[src/rtl/mdu_pkg.sv]
// Shared encodings and default width for the multiply/divide unit.
package mdu_pkg;

  localparam int MDU_WIDTH = 32;

  typedef enum logic [1:0] {
    MDU_MULT  = 2'b00,
    MDU_MULTU = 2'b01,
    MDU_DIV   = 2'b10,
    MDU_DIVU  = 2'b11
  } mdu_op_e;

  typedef enum logic [1:0] {
    S_IDLE = 2'b00,
    S_RUN  = 2'b01,
    S_FIX  = 2'b10
  } mdu_state_e;

endpackage

[src/rtl/mdu_sign_fix.sv]
// Conditional two's-complement negate; purely combinational, no handshake.
module mdu_sign_fix #(
  parameter int W = 32
) (
  input  logic         neg,
  input  logic [W-1:0] din,
  output logic [W-1:0] dout
);

  assign dout = neg ? (~din + 1'b1) : din;

endmodule

[src/rtl/mult_div_unit.sv]
// Iterative MIPS multiply/divide unit feeding HI/LO; result lands WIDTH+1 edges after start.
// start, MTHI and MTLO are only accepted in IDLE; anything arriving while busy is dropped.
module mult_div_unit
  import mdu_pkg::*;
#(
  parameter int WIDTH = MDU_WIDTH,
  parameter int CNT_W = 6
) (
  input  logic             CLK,
  input  logic             RST,
  input  logic             start,
  input  logic [1:0]       op,
  input  logic [WIDTH-1:0] a,
  input  logic [WIDTH-1:0] b,
  input  logic             hi_we,
  input  logic             lo_we,
  input  logic [WIDTH-1:0] wdata,
  output logic             busy,
  output logic             done,
  output logic [WIDTH-1:0] hi,
  output logic [WIDTH-1:0] lo
);

  mdu_state_e         state;
  logic [CNT_W-1:0]   cnt;
  logic               isDiv, negProd, negQuot, negRem, divZero;
  logic [WIDTH-1:0]   opnd, aRaw, accHi, accLo;
  logic [WIDTH-1:0]   aAbs, bAbs, quoFix, remFix;
  logic [2*WIDTH-1:0] prodFix;
  logic [WIDTH:0]     sumMul, trial;
  logic               signedOp;

  assign signedOp = ~op[0];

  mdu_sign_fix #(.W(WIDTH))   uAbsA (.neg(signedOp & a[WIDTH-1]), .din(a), .dout(aAbs));
  mdu_sign_fix #(.W(WIDTH))   uAbsB (.neg(signedOp & b[WIDTH-1]), .din(b), .dout(bAbs));
  mdu_sign_fix #(.W(2*WIDTH)) uProd (.neg(negProd), .din({accHi, accLo}), .dout(prodFix));
  mdu_sign_fix #(.W(WIDTH))   uQuot (.neg(negQuot), .din(accLo), .dout(quoFix));
  mdu_sign_fix #(.W(WIDTH))   uRem  (.neg(negRem),  .din(accHi), .dout(remFix));

  // accHi/accLo serve as product halves when multiplying and as remainder/quotient when dividing.
  always_comb begin
    sumMul = {1'b0, accHi} + (accLo[0] ? {1'b0, opnd} : {(WIDTH+1){1'b0}});
    trial  = {accHi, accLo[WIDTH-1]} - {1'b0, opnd};
  end

  always_ff @(posedge CLK or posedge RST) begin
    if (RST) begin
      state   <= S_IDLE;
      cnt     <= '0;
      busy    <= 1'b0;
      done    <= 1'b0;
      hi      <= '0;
      lo      <= '0;
      isDiv   <= 1'b0;
      negProd <= 1'b0;
      negQuot <= 1'b0;
      negRem  <= 1'b0;
      divZero <= 1'b0;
      opnd    <= '0;
      aRaw    <= '0;
      accHi   <= '0;
      accLo   <= '0;
    end else begin
      done <= 1'b0;
      case (state)
        S_IDLE: begin
          if (hi_we) hi <= wdata;
          if (lo_we) lo <= wdata;
          if (start) begin
            state   <= S_RUN;
            busy    <= 1'b1;
            cnt     <= '0;
            isDiv   <= op[1];
            negProd <= (op == MDU_MULT) & (a[WIDTH-1] ^ b[WIDTH-1]);
            negQuot <= (op == MDU_DIV) & (a[WIDTH-1] ^ b[WIDTH-1]);
            negRem  <= (op == MDU_DIV) & a[WIDTH-1];
            divZero <= (b == '0);
            aRaw    <= a;
            opnd    <= op[1] ? bAbs : aAbs;
            accHi   <= '0;
            accLo   <= op[1] ? aAbs : bAbs;
          end
        end
        S_RUN: begin
          if (isDiv) begin
            if (!trial[WIDTH]) begin
              accHi <= trial[WIDTH-1:0];
              accLo <= {accLo[WIDTH-2:0], 1'b1};
            end else begin
              accHi <= {accHi[WIDTH-2:0], accLo[WIDTH-1]};
              accLo <= {accLo[WIDTH-2:0], 1'b0};
            end
          end else begin
            accHi <= sumMul[WIDTH:1];
            accLo <= {sumMul[0], accLo[WIDTH-1:1]};
          end
          cnt <= cnt + 1'b1;
          if (cnt == CNT_W'(WIDTH-1)) state <= S_FIX;
        end
        S_FIX: begin
          if (!isDiv) begin
            {hi, lo} <= prodFix;
          end else if (divZero) begin
            hi <= aRaw;
            lo <= '1;
          end else begin
            hi <= remFix;
            lo <= quoFix;
          end
          done  <= 1'b1;
          busy  <= 1'b0;
          state <= S_IDLE;
        end
        default: state <= S_IDLE;
      endcase
    end
  end

endmodule

[config.mk]
export PLATFORM = sky130hd
export DESIGN_NAME = mult_div_unit
export DESIGN_NICKNAME = d
export VERILOG_FILES = /design/src/rtl/mdu_pkg.sv /design/src/rtl/mdu_sign_fix.sv /design/src/rtl/mult_div_unit.sv
export SDC_FILE = /design/constraint.sdc
export NUM_CORES = 1
export LEC_CHECK = 0
export CORE_MARGIN = 5
export CORE_UTILIZATION = 25
export DETAILED_ROUTE_END_ITERATION = 10
export PLACE_DENSITY = 0.37
export SLEW_MARGIN = 20
export SYNTH_ARGS = -nofsm -noshare
export SYNTH_HDL_FRONTEND = slang
export SYNTH_SLANG_ARGS = --single-unit
export TNS_END_PERCENT = 20
[constraint.sdc]
create_clock -name CLK -period 7.25 [get_ports CLK]
set_clock_uncertainty 0.05 [all_clocks]
set_input_delay 0.725 -clock CLK [delete_from_list [all_inputs] [get_ports CLK]]
set_output_delay 0.725 -clock CLK [all_outputs]
set_load 0.005 [all_outputs]
==> results by group <==
Outcome
  – Status: finished, final reports clean

Placement
  – Count of input and output buffers: 168
  – Post-detail-place hpwl: 63400 µm
  – Placed cell count: 3206
  – Gpl congestion: 0.904

Global routing
  – Overall routing resource usage: 0.214
  – Wire length of the first global-routing pass: 120000 µm
  – Number of global-route vias before repair: 17058
  – Initial antenna violation count: 2
  – Total global routing overflow: 0
  – Largest net degree at the start of global routing: 119

Yosys
  – Async S/R FF share, synth: 1.00
  – Net count after synthesis: 2450
  – YS warnings: 0
  – Netlist area before placement: 17200 µm²
  – Synthesis-stage register bit count: 207
  – Per-instance average area after synthesis: 7.54 µm²
  – Number of flops mapped to enable cells by yosys: 0
  – Post-synthesis cell type count: 81
  – Fraction of the yosys area taken by sequential cells: 0.302
  – Cell count after synthesis: 2276
  – Primary flip-flop cell chosen by synthesis mapping: sky130_fd_sc_hd__dfrtp_1

Cells and area
  – Antenna diode count: 0
  – Ratio of cells with drive above 1 in the final layout: 0.0546
  – Leading cell type in the layout, fill and taps excluded: sky130_fd_sc_hd__nand2_1
  – Net total in the final layout: 2531
  – Highest-count cells in the layout ignoring fill and taps: 343 x sky130_fd_sc_hd__nand2_1, 247 x sky130_fd_sc_hd__o21ai_0, 226 x sky130_fd_sc_hd__a21oi_1, 206 x sky130_fd_sc_hd__dfrtp_1, 197 x sky130_fd_sc_hd__nor2_1
  – Non-filler cells in the finished layout: 3263
  – Fillers: 7331
  – Area growth from synthesis to layout: 21.2%

Clocking
  – Number of buffers added to fix hold violations after cts: 0
  – Clock slew at reported path FFs: 0.07 ns
  – Worst-skew pair later-pin latency: 0.60 ns
  – Count of buffers added by post-CTS timing repair for setup: 0
  – Clock Sink Count: 207
  – Resized Gates After CTS: 0
  – Root buf cell: sky130_fd_sc_hd__clkbuf_16
  – CTS tree: done
  – Total clock buffers created by CTS: 30
  – Count of H-tree levels built during CTS: 1
  – Buffers from clock root to sink, at most: 3

Critical path
  – Crit Path Class: register to register
  – Kind of start point of the critical path: register
  – Data arrival time of the critical path: 4.99 ns
  – Launching point of the worst reg2reg path: accLo[31]
  – Largest stage delay on the critical path: 0.86 ns
  – Cells traversed along the worst timing path: inv_1 > ha_1 > fa_1 > nand2b_1 > a21oi_1 > o21ai_1 > a21boi_2 > a22oi_1 > o211ai_2 > xor2_4 > buf_4 > mux2i_1 > a2bb2oi_1 > o21ai_0
  – Worst reg2reg path depth: 14
  – Total number of cells along the worst setup path: 14
  – Critical path destination: accHi[24]
  – R2r setup slk: 2.66 ns
  – Critical Path End Type: register
  – Worst r2r dst: accHi[24]
  – Cell class contributing the biggest share of worst-path delay: compound AO/OA/AOI/OAI gates
  – Critical path buffer and inverter count: 2
  – Maximum fanout encountered on the critical timing path: 24
  – Data required time of the worst path: 7.65 ns
  – Critical-path top delay cell: sky130_fd_sc_hd__xor2_4
  – First element of the critical path: accLo[31]

STA
  – Headroom to the max-slew limit: 0.250
  – F_max: 218 MHz
  – Part of the cycle the worst path needs: 0.633
  – Min Tclk post-route: 4.59 ns
  – Max-slew violation count: 0
  – Final setup violation count: 0
  – Final count of hold timing violations: 0
  – Setup repair after global routing missed its margin: false
  – Setup TNS: 0 ns
  – Pin slew with the least headroom to its limit: 1.12 ns
  – Post-Route Hold Slack: 0.427 ns

Routing
  – Average wire per cell in the routed design: 25.3 µm
  – DRC violation total after the first TritonRoute iteration: 1494
  – Vias per inst: 5.40
  – DRC violations left: 0
  – Overall routed net length: 82400 µm
  – Routed via count: 17626
  – Number of detailed-routing iterations run before antenna repair: 5
  – ANT nets after route: 0

Power
  – Part of the power in combinational logic: 0.600
  – Leakage power figure: 8.46 nW
  – Power density over the cells: 509 nW/µm²
  – Switching fraction of total power: 0.491
  – Net switching component of the power: 5.19 mW
  – Total internal power: 5.39 mW
  – Share of power burned in registers: 0.239
  – Largest voltage drop on the vdd net: 0.182 mV
  – Clock group share of total power: 0.161

Die
  – Core region area: 68300 µm²
  – Area of the die: 74000 µm²
  – Vertical die dimension: 272 µm
  – Number of core rows: 96
  – Die outline width: 272 µm
  – IO Count: 169
  – Effective utilization at floorplan: 0.251

Worst hold path
  – Hold-critical path depth: 2
  – Min-delay worst type: register to register

Flow run
  – Maximum Capacitance Violations: 0
logic make-up after synthesis:
family,count (synthesis),share of synthesized area
multiplexers,82,0.0480
adder cells (fa/ha/maj),71,0.0526
buffers and inverters,229,0.0523
flip-flops,207,0.302
AO/OA/AOI/OAI,751,0.263
XOR/XNOR,151,0.0782
AND/OR/NAND/NOR,785,0.204
registers in the layout, summed over array words and instances (netlist names):
| signal | count |
|---|---|
| negRem | 1 |
| hi | 32 |
| accLo | 32 |
| cnt | 6 |
| isDiv | 1 |
| negProd | 1 |
| state | 2 |
| aRaw | 32 |
| divZero | 1 |
| opnd | 32 |
| busy | 1 |
| negQuot | 1 |
| lo | 32 |
| accHi | 32 |
| done | 1 |
per-stage QoR:
step	setup slack (ns)	power [mW]	utilization	cell area, µm²
finish	2.66	10.6	0.304	20800
global route	2.36	11.4	0.304	20800
CTS	2.65	10.6	0.304	20800
detailed placement	2.67	8.85	0.287	19600
global placement	2.68	8.84	0.287	19600
floorplan	0.823	6.57	-	17200
final cells by class:
cell class                      instances  area (µm²)  area share
Inverter                               71         274      0.0132
Multi-Input combinational cell       1840       11100       0.535
Sequential cell                       207        5180       0.249
Tap cell                              882        1100      0.0531
Clock inverter                         20         293      0.0141
Clock buffer                           36         835      0.0401
Timing Repair Buffer                  207        1990      0.0956
power groups by stage:
stage	Clock [mW]	Combinational, mW	Sequential (mW)
4_1_cts	1.73	6.35	2.51
2_1_floorplan	0	4.48	2.09
3_3_place_gp	0	6.33	2.51
3_5_place_dp	0	6.32	2.53
6_report	1.70	6.35	2.53
5_1_grt	1.77	7.00	2.60
how the worst min path moves through the flow:
stage               slack, ns       end  startpoint
global placement         0.41  aRaw[28]    aRaw[28]
finish                   0.43    lo[24]      lo[24]
global route             0.45    lo[27]      lo[27]
detailed placement       0.42    lo[24]      lo[24]
floorplan                0.39  aRaw[14]    aRaw[14]
CTS                      0.43    lo[24]      lo[24]
cells in the mapped netlist (16+ instances only):
library cell | n | share of area
sky130_fd_sc_hd__nand2_1 | 344 | 0.075
sky130_fd_sc_hd__o21ai_0 | 247 | 0.072
sky130_fd_sc_hd__a21oi_1 | 226 | 0.066
sky130_fd_sc_hd__dfrtp_1 | 207 | 0.30
sky130_fd_sc_hd__nor2_1 | 199 | 0.044
sky130_fd_sc_hd__clkbuf_1 | 135 | 0.030
sky130_fd_sc_hd__xnor2_1 | 84 | 0.043
sky130_fd_sc_hd__mux2i_1 | 80 | 0.047
sky130_fd_sc_hd__ha_1 | 69 | 0.050
sky130_fd_sc_hd__inv_1 | 68 | 0.015
sky130_fd_sc_hd__xor2_1 | 66 | 0.034
sky130_fd_sc_hd__nand3_1 | 50 | 0.015
sky130_fd_sc_hd__nor3_1 | 50 | 0.015
sky130_fd_sc_hd__o21ai_1 | 33 | 0.0096
sky130_fd_sc_hd__a22oi_1 | 22 | 0.0096
sky130_fd_sc_hd__or3_1 | 20 | 0.0073
sky130_fd_sc_hd__nor4_1 | 19 | 0.0069
sky130_fd_sc_hd__a21o_1 | 18 | 0.0079
sky130_fd_sc_hd__nand2b_1 | 17 | 0.0062
sky130_fd_sc_hd__nand4_1 | 17 | 0.0062
sky130_fd_sc_hd__o211ai_1 | 17 | 0.0074
sky130_fd_sc_hd__a31oi_1 | 16 | 0.0058
sky130_fd_sc_hd__nor2b_1 | 16 | 0.0058
sky130_fd_sc_hd__o31ai_1 | 16 | 0.0070
worst register-to-register path, delay by kind of cell (launching register included):
family / cells / cell delay [ns]
muxes: 1 / 0.23
adders and majority gates: 2 / 0.62
DFF: 1 / 0.48
buffers and inverters: 2 / 0.54
and+or+nand+nor: 1 / 0.19
xor gates and xnor gates: 1 / 0.86
AOI/OAI and AO/OA: 7 / 1.47
routing by layer:
metal	vias up	track usage	part of all wire	wire length (µm)
met5	-	0	0.00016	13
met4	2	0.0493	0.026	2130
met3	84	0.0248	0.050	4120
met2	564	0.335	0.44	36500
met1	8681	0.316	0.48	39700
li1	8295	-	-	-
Power figures use the tool's default switching activity.
